===== src/rtl/cam_capture_ctrl.sv =====
// DVP camera capture engine: synchronises the camera pins into clk, packs byte pairs
// into 16-bit pixels, optionally decimates 2:1 in X/Y and streams pixels to a frame buffer.
module cam_capture_ctrl #(
    parameter int H_ACTIVE    = 320,
    parameter int V_ACTIVE    = 240,
    parameter int DEPTH       = 76800,
    parameter int ADDR_W      = 17,
    parameter int SYNC_STAGES = 2
) (
    input  logic              clk,
    input  logic              rst_n,
    input  logic              cam_pclk,
    input  logic              cam_vsync,
    input  logic              cam_href,
    input  logic [7:0]        cam_d,
    input  logic              enable,
    input  logic              decim,
    input  logic              byte_swap,
    output logic              wr_en,
    output logic [ADDR_W-1:0] wr_addr,
    output logic [15:0]       wr_data,
    output logic              frame_done,
    output logic [ADDR_W-1:0] pix_count,
    output logic              overflow,
    output logic              busy
);

    // state   | meaning
    // IDLE    | capture disabled
    // WAIT_VS | armed, waiting for vsync falling edge (frame start)
    // ACTIVE  | capturing lines until vsync rises
    typedef enum logic [1:0] {IDLE, WAIT_VS, ACTIVE} state_t;

    localparam int X_W = $clog2(H_ACTIVE + 1);
    localparam int Y_W = $clog2(V_ACTIVE + 1);
    localparam logic [X_W-1:0]    X_LIM   = X_W'(H_ACTIVE);
    localparam logic [Y_W-1:0]    Y_LIM   = Y_W'(V_ACTIVE);
    localparam logic [ADDR_W:0]   DEPTH_C = (ADDR_W + 1)'(DEPTH);

    state_t state, state_nxt;

    // {pclk, vsync, href, d} travel together so every stage stays aligned
    logic [10:0] sync_q [SYNC_STAGES];
    logic        pclk_s, vs_s, href_s;
    logic [7:0]  d_s;
    logic        pclk_prev, vs_prev, href_prev;
    logic        samp, vs_fall, vs_rise;

    logic [ADDR_W-1:0] addr;
    logic [X_W-1:0]    x;
    logic [Y_W-1:0]    y;
    logic              phase;
    logic [7:0]        b0;
    logic              decim_q, swap_q;
    logic              start_frame, end_frame;
    logic              capturing, keep, addr_ok;
    logic [15:0]       pix;

    always_ff @(posedge clk or negedge rst_n) begin
        if (!rst_n) begin
            for (int i = 0; i < SYNC_STAGES; i++) sync_q[i] <= '0;
        end else begin
            sync_q[0] <= {cam_pclk, cam_vsync, cam_href, cam_d};
            for (int i = 1; i < SYNC_STAGES; i++) sync_q[i] <= sync_q[i-1];
        end
    end

    assign pclk_s = sync_q[SYNC_STAGES-1][10];
    assign vs_s   = sync_q[SYNC_STAGES-1][9];
    assign href_s = sync_q[SYNC_STAGES-1][8];
    assign d_s    = sync_q[SYNC_STAGES-1][7:0];

    assign samp    = pclk_s & ~pclk_prev;
    assign vs_fall = samp & vs_prev & ~vs_s;
    assign vs_rise = samp & ~vs_prev & vs_s;

    // vsync/href history only advances on sample events
    always_ff @(posedge clk or negedge rst_n) begin
        if (!rst_n) begin
            pclk_prev <= 1'b0;
            vs_prev   <= 1'b0;
            href_prev <= 1'b0;
        end else begin
            pclk_prev <= pclk_s;
            if (samp) begin
                vs_prev   <= vs_s;
                href_prev <= href_s;
            end
        end
    end

    always_ff @(posedge clk or negedge rst_n) begin
        if (!rst_n) state <= IDLE;
        else        state <= state_nxt;
    end

    always_comb begin
        state_nxt   = state;
        start_frame = 1'b0;
        end_frame   = 1'b0;
        case (state)
            IDLE: begin
                if (enable) state_nxt = WAIT_VS;
            end
            WAIT_VS: begin
                if (!enable) begin
                    state_nxt = IDLE;
                end else if (vs_fall) begin
                    state_nxt   = ACTIVE;
                    start_frame = 1'b1;
                end
            end
            ACTIVE: begin
                if (vs_rise) begin
                    end_frame = 1'b1;
                    state_nxt = enable ? WAIT_VS : IDLE;
                end
            end
            default: state_nxt = IDLE;
        endcase
    end

    assign busy      = (state != IDLE);
    assign capturing = (state == ACTIVE) && !vs_rise && samp;
    assign keep      = (x < X_LIM) && (y < Y_LIM) && (!decim_q || (!x[0] && !y[0]));
    assign addr_ok   = ({1'b0, addr} < DEPTH_C);
    assign pix       = swap_q ? {d_s, b0} : {b0, d_s};

    always_ff @(posedge clk or negedge rst_n) begin
        if (!rst_n) begin
            wr_en      <= 1'b0;
            wr_addr    <= '0;
            wr_data    <= '0;
            frame_done <= 1'b0;
            pix_count  <= '0;
            overflow   <= 1'b0;
            addr       <= '0;
            x          <= '0;
            y          <= '0;
            phase      <= 1'b0;
            b0         <= '0;
            decim_q    <= 1'b0;
            swap_q     <= 1'b0;
        end else begin
            wr_en      <= 1'b0;
            frame_done <= 1'b0;
            if (start_frame) begin
                addr     <= '0;
                x        <= '0;
                y        <= '0;
                phase    <= 1'b0;
                overflow <= 1'b0;
                decim_q  <= decim;
                swap_q   <= byte_swap;
            end else if (end_frame) begin
                frame_done <= 1'b1;
                pix_count  <= addr;
            end else if (capturing) begin
                if (href_s) begin
                    phase <= ~phase;
                    if (!phase) begin
                        b0 <= d_s;
                    end else begin
                        // x saturates at the limit; anything there is dropped anyway
                        if (x < X_LIM) x <= x + 1'b1;
                        if (keep) begin
                            if (addr_ok) begin
                                wr_en   <= 1'b1;
                                wr_addr <= addr;
                                wr_data <= pix;
                                addr    <= addr + 1'b1;
                            end else begin
                                overflow <= 1'b1;
                            end
                        end
                    end
                end else begin
                    phase <= 1'b0;
                    if (href_prev) begin
                        x <= '0;
                        if (x != '0 && y < Y_LIM) y <= y + 1'b1;
                    end
                end
            end
        end
    end

endmodule


===== config.mk =====
export PLATFORM = sky130hd
export DESIGN_NAME = cam_capture_ctrl
export DESIGN_NICKNAME = d
export VERILOG_FILES = /design/src/rtl/cam_capture_ctrl.sv
export SDC_FILE = /design/constraint.sdc
export NUM_CORES = 1
export LEC_CHECK = 0
export ABC_CLOCK_PERIOD_IN_PS = 1700
export BUFFER_PORTS_ARGS = -buffer_cell sky130_fd_sc_hd__buf_2
export CORE_UTILIZATION = 50
export CTS_CLUSTER_DIAMETER = 30
export DETAILED_ROUTE_END_ITERATION = 8
export PLACE_DENSITY = 0.79
export SYNTH_ARGS = -nofsm -noshare
export SYNTH_HDL_FRONTEND = slang
export SYNTH_SLANG_ARGS = --single-unit
export TNS_END_PERCENT = 50

===== constraint.sdc =====
create_clock -name clk -period 1.7 [get_ports clk]
set_input_delay 0 -clock clk [delete_from_list [all_inputs] [get_ports clk]]
set_output_delay 0 -clock clk [all_outputs]
set_load 0.01 [all_outputs]

==> impl_metrics.csv, run 1 <==
group,metric,value,unit
routing,route.met2.wl,7270,um
power,pwr-share-seq,39.7,%
final_layout,final_layout_size_suffix_gt1_share,37.4,%
timing,period_share,118,%
final_layout,nNetsFinal,644,
placed_design,place.gp.congestion,0.867,
timing,max_slew_margin,75.6,%
final_layout,num-fill-cells,566,
clocking,cts.sink_count,125,
global_routing,grt_pass1_vias,4300,
routing,drt-total-wl,14100,um
timing,slew_viol_final,0,
routing,ant_nets,0,
setup_path,worstPathMaxFanout,2,
timing,setup_violations,76,
floorplanning,ios,70,
logic_synthesis,syn-num-nets,485,
logic_synthesis,syn_area,0.00515,mm2
logic_synthesis,synth_area_leader_cell,"dfrtp_1",
min_path,min_path_type,"primary input to async pin",
clocking,cts_buffers,17,
global_routing,grt_max_degree,70,
routing,num_vias,4395,
timing,setup_slack,-0.301,ns
logic_synthesis,yosysSeqAreaShare,60.8,%
routing,route.detailed.drc,0,
logic_synthesis,yosysWarnings,0,
routing,drt_iter0_markers,273,
clocking,clockBufferDepth,2,
power,cellLeakagePower,0.00358,uW
power,comb_power_share,17.6,%
global_routing,antenna_found_initial,0,
logic_synthesis,synth_edf_count,0,
timing,rsz0062_at_grt,"true",
clocking,h-tree-depth,4,
setup_path,crit_path_end,"addr[13]",
global_routing,grt_pass1_wl,20800,um
setup_path,ff2ff_setup_slack,-0.30,ns
routing,wl_met1,5440,um
routing,maxUsedRoutingLayer,"met4",
placed_design,port_buffers,69,
floorplanning,core-area,0.00986,mm2
timing,final.setup.tns,-6.37,ns
floorplanning,num_rows,36,
floorplanning,dieHeight,103,um
job,drv_cap,0,
final_layout,syn_to_final_growth,42.1,%
setup_path,cp-end-kind,"flop",
logic_synthesis,synth.top_cell.area_share,60.8,%
setup_path,critPathArrivalTime,2.45,ns
routing,routed_via_density,5.71,
setup_path,critPathRequiredTime,2.15,ns
placed_design,dpl.hpwl,7560,um
logic_synthesis,avgSynthCellArea,11.1,um2
timing,worst_clock_skew,0.00978,ns
routing,drt_first_pass_iters,5,
routing,wire_per_inst,18.3,um
logic_synthesis,yosys-top-cells-area,"dfrtp_1 (61%), nand2_1 (7.8%), mux2_2 (5.3%)",
timing,finalHoldViolations,0,
setup_path,path_class,"flop to flop",
status,status,"finished, violations left",
setup_path,cp-start-kind,"flop",
clocking,worstSkewPairLatency,0.54,ns
setup_path,reg2reg_to,"addr[13]",
logic_synthesis,syn_inst,465,
floorplanning,dieArea,0.0107,mm2
timing,period_needed,2.00,ns
power,p_per_area,1270,mW/mm2
setup_path,setup.worst_path.start,"addr[13]",
clocking,cts-root-buf,"clkbuf_8",
clocking,clk_pin_slew,0.06,ns
power,internal_power,6760,uW
routing,route.met3.wl,809,um
floorplanning,start_util,52.2,%
timing,fmax,500,MHz
timing,tightest_slew,0.366,ns
floorplanning,die-width,103,um
logic_synthesis,synth_ff_type,"dfrtp_1",
status,violations,"setup timing",
power,switching_power,2550,uW
logic_synthesis,synthArstFlopShare,100,%
power,total_power,9310,uW
logic_synthesis,synth-seq-cells,125,
global_routing,grt_overflow,0,
clocking,tritoncts,"built",
logic_synthesis,ys_types,46,
setup_path,rr_worst_depth,7,
power,clkPwrFrac,42.6,%
global_routing,track_usage,26.3,%
power,peakVddDrop,890,uV
power,switching_share,27.4,%
setup_path,rr_startpoint,"addr[13]",
final_layout,antenna_cells,0,
[worst min-delay path by stage]
stage	endpoint	depth (start not counted)
final	addr[6]	3
after global routing	addr[6]	3
after CTS	addr[4]	3
after detailed placement	wr_addr[3]	2
after global placement	pix_count[5]	2
after floorplan	addr[0]	0
[power groups by stage]
| stage | combinational [uW] | sequential (uW) | clock [uW] |
|---|---|---|---|
| 3_5_place_dp | 1370 | 3700 | 0 |
| 5_1_grt | 1760 | 3750 | 4140 |
| 6_report | 1640 | 3700 | 3970 |
| 4_1_cts | 1490 | 3670 | 3980 |
| 3_3_place_gp | 1310 | 3670 | 0 |
| 2_1_floorplan | 605 | 3760 | 0 |
[kinds of logic (layout without fill, tap and decap cells)]
kind of cell,Yosys count,after routing,synth area share [%]
mux,50,50,10.3
flops,125,125,60.8
buf+inv,24,196,1.97
compound gates,75,75,8.24
simple gates,187,187,17.7
fa+ha+maj,4,4,0.973
[layout by cell type, fill, tap and decap left out, types with 4 or more instances in the layout]
cell type / instances
dfrtp_1: 124
nand2_1: 102
buf_2: 68
buf_4: 52
mux2i_1: 26
o21ai_0: 23
o21ai_1: 20
buf_6: 17
clkbuf_16: 16
mux2_2: 15
dlygate4sd3_1: 15
nor2_1: 14
or3_1: 13
mux2_4: 9
nand3_1: 8
a21oi_1: 8
nand4_1: 7
inv_1: 6
and3_1: 6
a21oi_2: 6
bufinv_16: 5
buf_12: 5
nand2_2: 4
o21a_1: 4
ha_1: 4
[sequential cells by signal (all words and copies together) (netlist names), 2 cells and up]
register,flops
d_s,8
x,9
b0,8
wr_addr,17
state,2
wr_data,16
pix_count,17
addr,17
sync_q,12
y,8
[cell type report]
type                       instances  area [um2]  share of cell area (%)
clock buffer                      20         445                    6.09
multi-input combinational        316        2140                    29.3
clock inverter                    12         206                    2.82
tap                              133         166                    2.28
sequential                       125        3130                    42.8
inverter                           6        22.5                   0.308
timing repair buffer             158        1200                    16.4
[synthesized netlist by cell type, types with 2 or more instances]
library cell  count
a21oi_1          14
a31oi_1           3
and2_1            2
and3_1            7
buf_2             3
clkbuf_1         13
dfrtp_1         125
ha_1              4
inv_1             6
mux2_2           24
mux2i_1          26
nand2_1         107
nand2b_1          2
nand3_1          11
nand4_1           7
nor2_1           16
nor2b_1           2
nor3_1            5
nor4_1            2
o21a_1            5
o21ai_0          44
or3_1            13
[layer usage]
| layer | GRT usage (%) | vias to the layer above |
|---|---|---|
| li1 | - | 1944 |
| met3 | 7.26 | 58 |
| met5 | 0 | - |
| met4 | 16.1 | 0 |
| met2 | 43.4 | 210 |
| met1 | 30.5 | 2183 |
[critical path, cell delays in order, from the launching register on]
cell	delay, ns
dfrtp_1	0.42
a211o_1	0.31
o21ai_4	0.22
buf_4	0.15
buf_6	0.09
nand4_1	0.11
or3_1	0.42
a21oi_1	0.20
[through the flow]
step | worst slack (ns) | utilization, % | cells | instance area [um2] | hold slack (ns)
CTS | -0.0925 | 72.2 | 765 | 7120 | 0.0337
global route | -0.328 | 74.2 | 770 | 7310 | 0.0644
global placement | -0.0998 | 62.0 | 709 | 6120 | 0.0368
finish | -0.301 | 74.2 | 770 | 7310 | 0.0230
floorplan | -0.0872 | - | 465 | 5180 | -0.296
detailed placement | -0.150 | 62.0 | 709 | 6120 | 0.0375
[repair_timing]
| item | 4_1_cts | 5_1_grt |
|---|---|---|
| pin swaps | 29 | 16 |
| endpoints found under the hold margin | 139 | 0 |
| setup endpoints to repair | 66 | 90 |
| gates cloned | 2 | 0 |
| buffers inserted | 7 | 5 |
| resized for setup | 35 | 49 |
| hold buffers | 15 | 0 |
Note: power is estimated with default switching activity, not from simulation.
==> run 2: changes to the inputs <==
--- a/config.mk
+++ b/config.mk
@@ -5,12 +5,14 @@
 export SDC_FILE = /design/constraint.sdc
 export NUM_CORES = 1
 export LEC_CHECK = 0
+export ABC_AREA = 1
 export ABC_CLOCK_PERIOD_IN_PS = 1700
 export BUFFER_PORTS_ARGS = -buffer_cell sky130_fd_sc_hd__buf_2
 export CORE_UTILIZATION = 50
 export CTS_CLUSTER_DIAMETER = 30
 export DETAILED_ROUTE_END_ITERATION = 8
-export PLACE_DENSITY = 0.79
+export PLACE_DENSITY = 0.78
+export SETUP_SLACK_MARGIN = 0.02
 export SYNTH_ARGS = -nofsm -noshare
 export SYNTH_HDL_FRONTEND = slang
 export SYNTH_SLANG_ARGS = --single-unit
==> run 2 against run 1 <==
Effect of this change:
- the run now ends clean
- total power decreased by 20%
- non-clock buffer count decreased by 54
- worst setup slack improved by 0.40 ns
- critical path depth increased by 1
- register-to-register slack improved by 0.40 ns
- critical endpoint is now addr[4]
==> impl_metrics.csv, run 2 <==
group,metric,value,unit
global_routing,track_usage,22.6,%
floorplanning,num_rows,38,
setup_path,path_cells,"ha_4, nand2_1, nor2_2, buf_4, xor2_1, inv_1, nand3_1, nand2_1",
clocking,cts_buffers,17,
timing,period_share,94.0,%
routing,routed_via_density,5.19,
placed_design,port_buffers,69,
timing,worst_clock_skew,0.00783,ns
routing,drt_iter0_markers,333,
setup_path,setup.worst_path.start,"addr[1]",
power,p_per_area,1060,mW/mm2
logic_synthesis,avgSynthCellArea,8.51,um2
final_layout,syn_to_final_growth,23.6,%
setup_path,rr_startpoint,"addr[1]",
setup_path,cpPeakStageDelay,0.45,ns
floorplanning,dieHeight,109,um
setup_path,ff2ff_setup_slack,0.10,ns
clocking,h-tree-depth,4,
setup_path,worstPathMaxFanout,5,
setup_path,path_delay_family,"flip-flops",
setup_path,reg2reg_to,"addr[4]",
placed_design,dp_slack,0.122,ns
final_layout,final_layout_size_suffix_gt1_share,19.3,%
placed_design,place.gp.congestion,0.894,
setup_path,crit_buf_inv,2,
clocking,clk_pin_slew,0.05,ns
logic_synthesis,yosysMostFrequentCell,"nand2_1",
logic_synthesis,netlist_top_cells_count,"nand2_1 (225), dfrtp_1 (125), o21ai_0 (68)",
setup_path,rr_worst_depth,8,
logic_synthesis,synth_ff_type,"dfrtp_1",
routing,drt-total-wl,12500,um
clocking,clockBufferDepth,2,
setup_path,path_class,"flop to flop",
logic_synthesis,synth_edf_count,0,
power,cellLeakagePower,0.00347,uW
status,status,"complete, no violations",
logic_synthesis,ys_types,32,
setup_path,critPathArrivalTime,1.90,ns
placed_design,dpl.hpwl,8220,um
timing,fmax,626,MHz
timing,setup_violations,0,
global_routing,grt_pass1_wl,20500,um
setup_path,cpMostUsedCell,"nand2_1",
logic_synthesis,yosys-top-cells-area,"dfrtp_1 (55%), nand2_1 (15%), o21ai_0 (6.0%)",
setup_path,critPathRequiredTime,2.00,ns
routing,ant_nets,0,
logic_synthesis,yosysWarnings,0,
clocking,tritoncts,"built",
routing,route.detailed.drc,0,
logic_synthesis,synth-seq-cells,125,
setup_path,cp.depth,8,
floorplanning,start_util,51.9,%
timing,slew_viol_final,0,
clocking,worstSkewPairLatency,0.42,ns
final_layout,fin_util,64.1,%
global_routing,antenna_found_initial,0,
logic_synthesis,yosysSeqAreaShare,54.9,%
setup_path,cp-end-kind,"flop",
timing,period_needed,1.60,ns
floorplanning,die-width,109,um
timing,rsz0062_at_grt,"true",
final_layout,layout_common_cells,"nand2_1 (224), dfrtp_1 (125), o21ai_0 (68), buf_2 (68), inv_1 (62)",
routing,wire_per_inst,13.6,um
timing,setup_slack,0.102,ns
job,drv_cap,0,
final_layout,reg_top3,"addr x17, pix_count x17, wr_addr x17",
logic_synthesis,syn-num-nets,690,
logic_synthesis,syn_area,0.00570,mm2
timing,tightest_slew,0.597,ns
power,total_power,7450,uW
logic_synthesis,synth.top_cell.area_share,54.9,%
timing,final.setup.tns,0,ns
routing,drt_first_pass_iters,7,
floorplanning,dieArea,0.0118,mm2
timing,finalHoldViolations,0,
min_path,min_path_type,"primary input to async pin",
clocking,cts-root-buf,"clkbuf_16",
global_routing,grt_pass1_vias,4572,
setup_path,cp_slowest_cell,"dfrtp_1",
routing,num_vias,4782,
power,peakVddDrop,706,uV
clocking,cts.sink_count,125,
floorplanning,core-area,0.0110,mm2
logic_synthesis,synth_area_leader_cell,"dfrtp_1",
timing,max_slew_margin,60.2,%
final_layout,antenna_cells,0,
logic_synthesis,syn_inst,670,
floorplanning,ios,70,
final_layout,final_common_cell,"nand2_1",
global_routing,grt_max_degree,43,
final_layout,nNetsFinal,789,
setup_path,cp-start-kind,"flop",
timing,hold_ws,0.133,ns
global_routing,grt_overflow,0,
logic_synthesis,synthArstFlopShare,100,%
==> run 2: cell count changes in the layout (fill, tap and decap cells not counted), moves of 9 or more <==
cell and delta:
buf_4 -36, buf_6 -17, inv_1 +56, mux2_2 -15
mux2_4 -9, mux2i_1 -26, nand2_1 +122, nand3_1 +44
nand3_2 +11, nor2_1 +24, o21ai_0 +45, o21ai_1 -14
or3_1 -13, xor2_1 +12
==> run 2: final cells by class <==
| class | count | area [um2] |
|---|---|---|
| clock buffers | 24 | 472 |
| multi-input cells | 453 | 2190 |
| inverters | 68 | 255 |
| flip-flops and latches | 125 | 3130 |
| well taps | 140 | 175 |
| repair buffers | 104 | 711 |
| clock inverters | 7 | 113 |
| fillers | 855 | 3940 |
==> run 2: what timing repair did <==
| item | 4_1_cts | 5_1_grt |
|---|---|---|
| hold endpoints to repair | 52 | 0 |
| endpoints found under the setup margin | 0 | 19 |
| buffers inserted | 0 | 1 |
| hold buffers | 15 | 0 |
| resized for setup | 0 | 7 |
==> run 2: kinds of logic after synthesis <==
group,Yosys count,share of synthesized area (%)
flops,125,54.9
fa+ha+maj,4,0.878
simple gates,356,27.6
xor+xnor,14,2.15
buf+inv,92,7.22
compound gates,79,7.29
==> run 2: how the worst max path moves through the flow <==
| stage | slack (ns) | to |
|---|---|---|
| 2_1_floorplan | 0.25 | y[0] |
| 3_3_place_gp | 0.21 | addr[16] |
| 3_5_place_dp | 0.12 | y[4] |
| 4_1_cts | 0.04 | addr[4] |
| 5_1_grt | 0.009 | addr[9] |
| 6_report | 0.10 | addr[4] |
==> run 2: through the flow <==
stage          instances  cell area (um2)
3_5_place_dp         874             6270
2_1_floorplan        670             5700
5_1_grt              921             7050
6_report             921             7050
4_1_cts              920             7010
3_3_place_gp         874             6270
==> run 2: per-layer routing <==
layer	vias to the layer above	global-route usage, %	wire length, um
li1	2324	-	-
met1	2258	27.5	5480
met2	171	38.3	6100
met3	29	4.96	681
met4	0	10.1	275
met5	-	0	0
==> run 2: power breakdown <==
| part | switching [uW] | internal (uW) |
|---|---|---|
| sequential | 107 | 3110 |
| combinational | 398 | 227 |
| clock | 1240 | 2360 |
| total | 1740 | 5700 |
==> run 3: changes to the inputs <==
--- a/config.mk
+++ b/config.mk
@@ -5,13 +5,13 @@
 export SDC_FILE = /design/constraint.sdc
 export NUM_CORES = 1
 export LEC_CHECK = 0
-export ABC_AREA = 1
 export ABC_CLOCK_PERIOD_IN_PS = 1700
 export BUFFER_PORTS_ARGS = -buffer_cell sky130_fd_sc_hd__buf_2
 export CORE_UTILIZATION = 50
 export CTS_CLUSTER_DIAMETER = 30
 export DETAILED_ROUTE_END_ITERATION = 8
-export PLACE_DENSITY = 0.78
+export PLACE_DENSITY = 0.79
+export REMOVE_ABC_BUFFERS = 1
 export SETUP_SLACK_MARGIN = 0.02
 export SYNTH_ARGS = -nofsm -noshare
 export SYNTH_HDL_FRONTEND = slang
==> run 3 against run 2 <==
Effect of this change:
- the flow now finishes with violations (setup timing)
- sequential power rose by 15%
- total power rose by 18%
- clock power shrank 8.6%
- critical path type unchanged
- largest power group is now sequential cells
==> impl_metrics.csv, run 3 (synthesis results as in run 1) <==
group,metric,value,unit
status,status,"finished, violations left",
status,violations,"setup timing",
timing,worst_clock_skew,0.0129,ns
setup_path,critPathRequiredTime,2.14,ns
setup_path,path_class,"flop to flop",
power,switching_share,29.2,%
routing,routed_via_density,5.80,
job,drv_cap,0,
clocking,cts-root-buf,"clkbuf_8",
global_routing,track_usage,25.4,%
floorplanning,num_rows,36,
global_routing,grt_overflow,0,
timing,fmax,494,MHz
floorplanning,dieArea,0.0107,mm2
placed_design,place.gp.congestion,0.768,
timing,period_needed,2.02,ns
routing,wire_per_inst,19.8,um
power,clkPwrFrac,37.6,%
clocking,clk_pin_slew,0.06,ns
routing,drt_first_pass_iters,6,
final_layout,reg_top3,"addr x17, pix_count x17, wr_addr x17",
setup_path,cp-start-kind,"flop",
routing,drt-total-wl,15200,um
setup_path,cp-end-kind,"flop",
timing,final.setup.tns,-15.20,ns
setup_path,path_cells,"nor4bb_4, a211oi_4, nand4_4, buf_6, clkinvlp_4, nand2_1, mux2i_1",
power,p_per_area,1200,mW/mm2
placed_design,dp_slack,-0.411,ns
min_path,min_path_type,"primary input to async pin",
power,pwr-share-seq,42.3,%
floorplanning,ios,70,
final_layout,final_layout_size_suffix_gt1_share,41.3,%
power,cellLeakagePower,0.00354,uW
routing,num_vias,4463,
timing,rsz0062_at_grt,"true",
routing,drt_iter0_markers,287,
clocking,h-tree-depth,4,
setup_path,cp_slowest_cell,"dfrtp_2",
setup_path,worstPathMaxFanout,6,
final_layout,syn_to_final_growth,42.5,%
placed_design,port_buffers,69,
timing,setup_slack,-0.322,ns
final_layout,fin_util,74.3,%
placed_design,dpl.hpwl,7400,um
global_routing,grt_max_degree,126,
floorplanning,dieHeight,103,um
timing,period_share,119,%
timing,max_slew_margin,55.8,%
clocking,cts_buffers,17,
routing,route.detailed.drc,0,
floorplanning,start_util,52.2,%
setup_path,critPathArrivalTime,2.46,ns
floorplanning,core-area,0.00986,mm2
timing,finalHoldViolations,0,
routing,ant_nets,0,
final_layout,final_common_cell,"dfrtp_1",
global_routing,grt_pass1_vias,4202,
clocking,cts.sink_count,125,
power,switching_power,2560,uW
power,peakVddDrop,642,uV
final_layout,final_cells,770,
timing,slew_viol_final,0,
timing,setup_violations,95,
floorplanning,die-width,103,um
clocking,tritoncts,"built",
timing,tightest_slew,0.663,ns
final_layout,nNetsFinal,647,
global_routing,grt_pass1_wl,20000,um
final_layout,antenna_cells,0,
clocking,worstSkewPairLatency,0.54,ns
power,total_power,8770,uW
placed_design,dp_cells,709,
setup_path,cpPeakStageDelay,0.45,ns
power,internal_power,6210,uW
clocking,clockBufferDepth,2,
global_routing,antenna_found_initial,0,
power,comb_power_share,20.2,%
final_layout,layout_common_cells,"dfrtp_1 (123), nand2_1 (87), buf_2 (68)",
## run 3: cell count changes in the layout (fill, tap and decap cells not counted), sizes merged, moves of 11 or more
| cell | delta |
|---|---|
| buf | +53 |
| o21ai | -29 |
| mux2i | +26 |
| inv | -63 |
| nand2 | -119 |
| a21oi | +11 |
| xor2 | -12 |
| or3 | +13 |
| nor2 | -30 |
| mux2 | +24 |
| nand3 | -55 |
## run 3: through the flow
step | instance area (um2) | hold WS (ns)
3_5_place_dp | 6080 | 0.109
2_1_floorplan | 5070 | -0.296
4_1_cts | 6980 | 0.0941
5_1_grt | 7330 | 0.0820
3_3_place_gp | 6080 | 0.109
6_report | 7330 | 0.0925
## run 3: worst max-delay path, delay by kind of cell, from the launching register on
kind                   cells  cell delay [ns]
AND/OR/NAND/NOR            3             0.75
flip-flops                 1             0.45
buffers and inverters      2             0.31
multiplexers               1             0.27
AO/OA/AOI/OAI              1             0.15
## run 3: final cells by class
cell class	instances	area [um2]
sequential	125	3130
timing repair buffer	159	1230
tap	133	166
fill	548	2530
inverter	6	26.3
clock inverter	7	66.3
clock buffer	22	463
multi-input combinational	318	2250
## run 3: path summary, 6_finish.rpt
kind                            startpoint    endpoint  slack [ns]  cells past startpoint
worst max register to register   pclk_prev     addr[2]       -0.32                      7
min in group clk                  cam_href  sync_q[19]        0.09                      2
worst min-delay path                 rst_n  wr_addr[7]        0.09                      3
worst max-delay path             pclk_prev     addr[2]       -0.32                      7
worst min register to register  sync_q[19]      href_s        0.35                      0
max in group asynchronous            rst_n        x[0]        1.11                      3
## run 3: power groups by stage
stage               Clock (uW)  Combinational (uW)  Sequential (uW)
floorplan                    0                 563             3790
global placement             0                1300             3660
detailed placement           0                1360             3690
CTS                       3270                1530             3650
global route              3460                1890             3740
finish                    3290                1770             3710
## run 3: what timing repair did
| item | CTS | global route |
|---|---|---|
| setup endpoints to repair | 75 | 97 |
| resized for setup | 50 | 74 |
| pin swaps | 22 | 26 |
| endpoints found under the hold margin | 139 | 0 |
| setup buffers | 7 | 5 |
| cloned | 2 | 3 |
| hold buffers | 15 | 0 |
## run 3: routing by layer
metal,share of wire [%],global-route usage [%],vias up
li1,-,-,1951
met1,37,29.5,2227
met2,53,44.5,228
met3,5.8,5.98,57
met4,4.1,12.2,0
met5,0,0,-
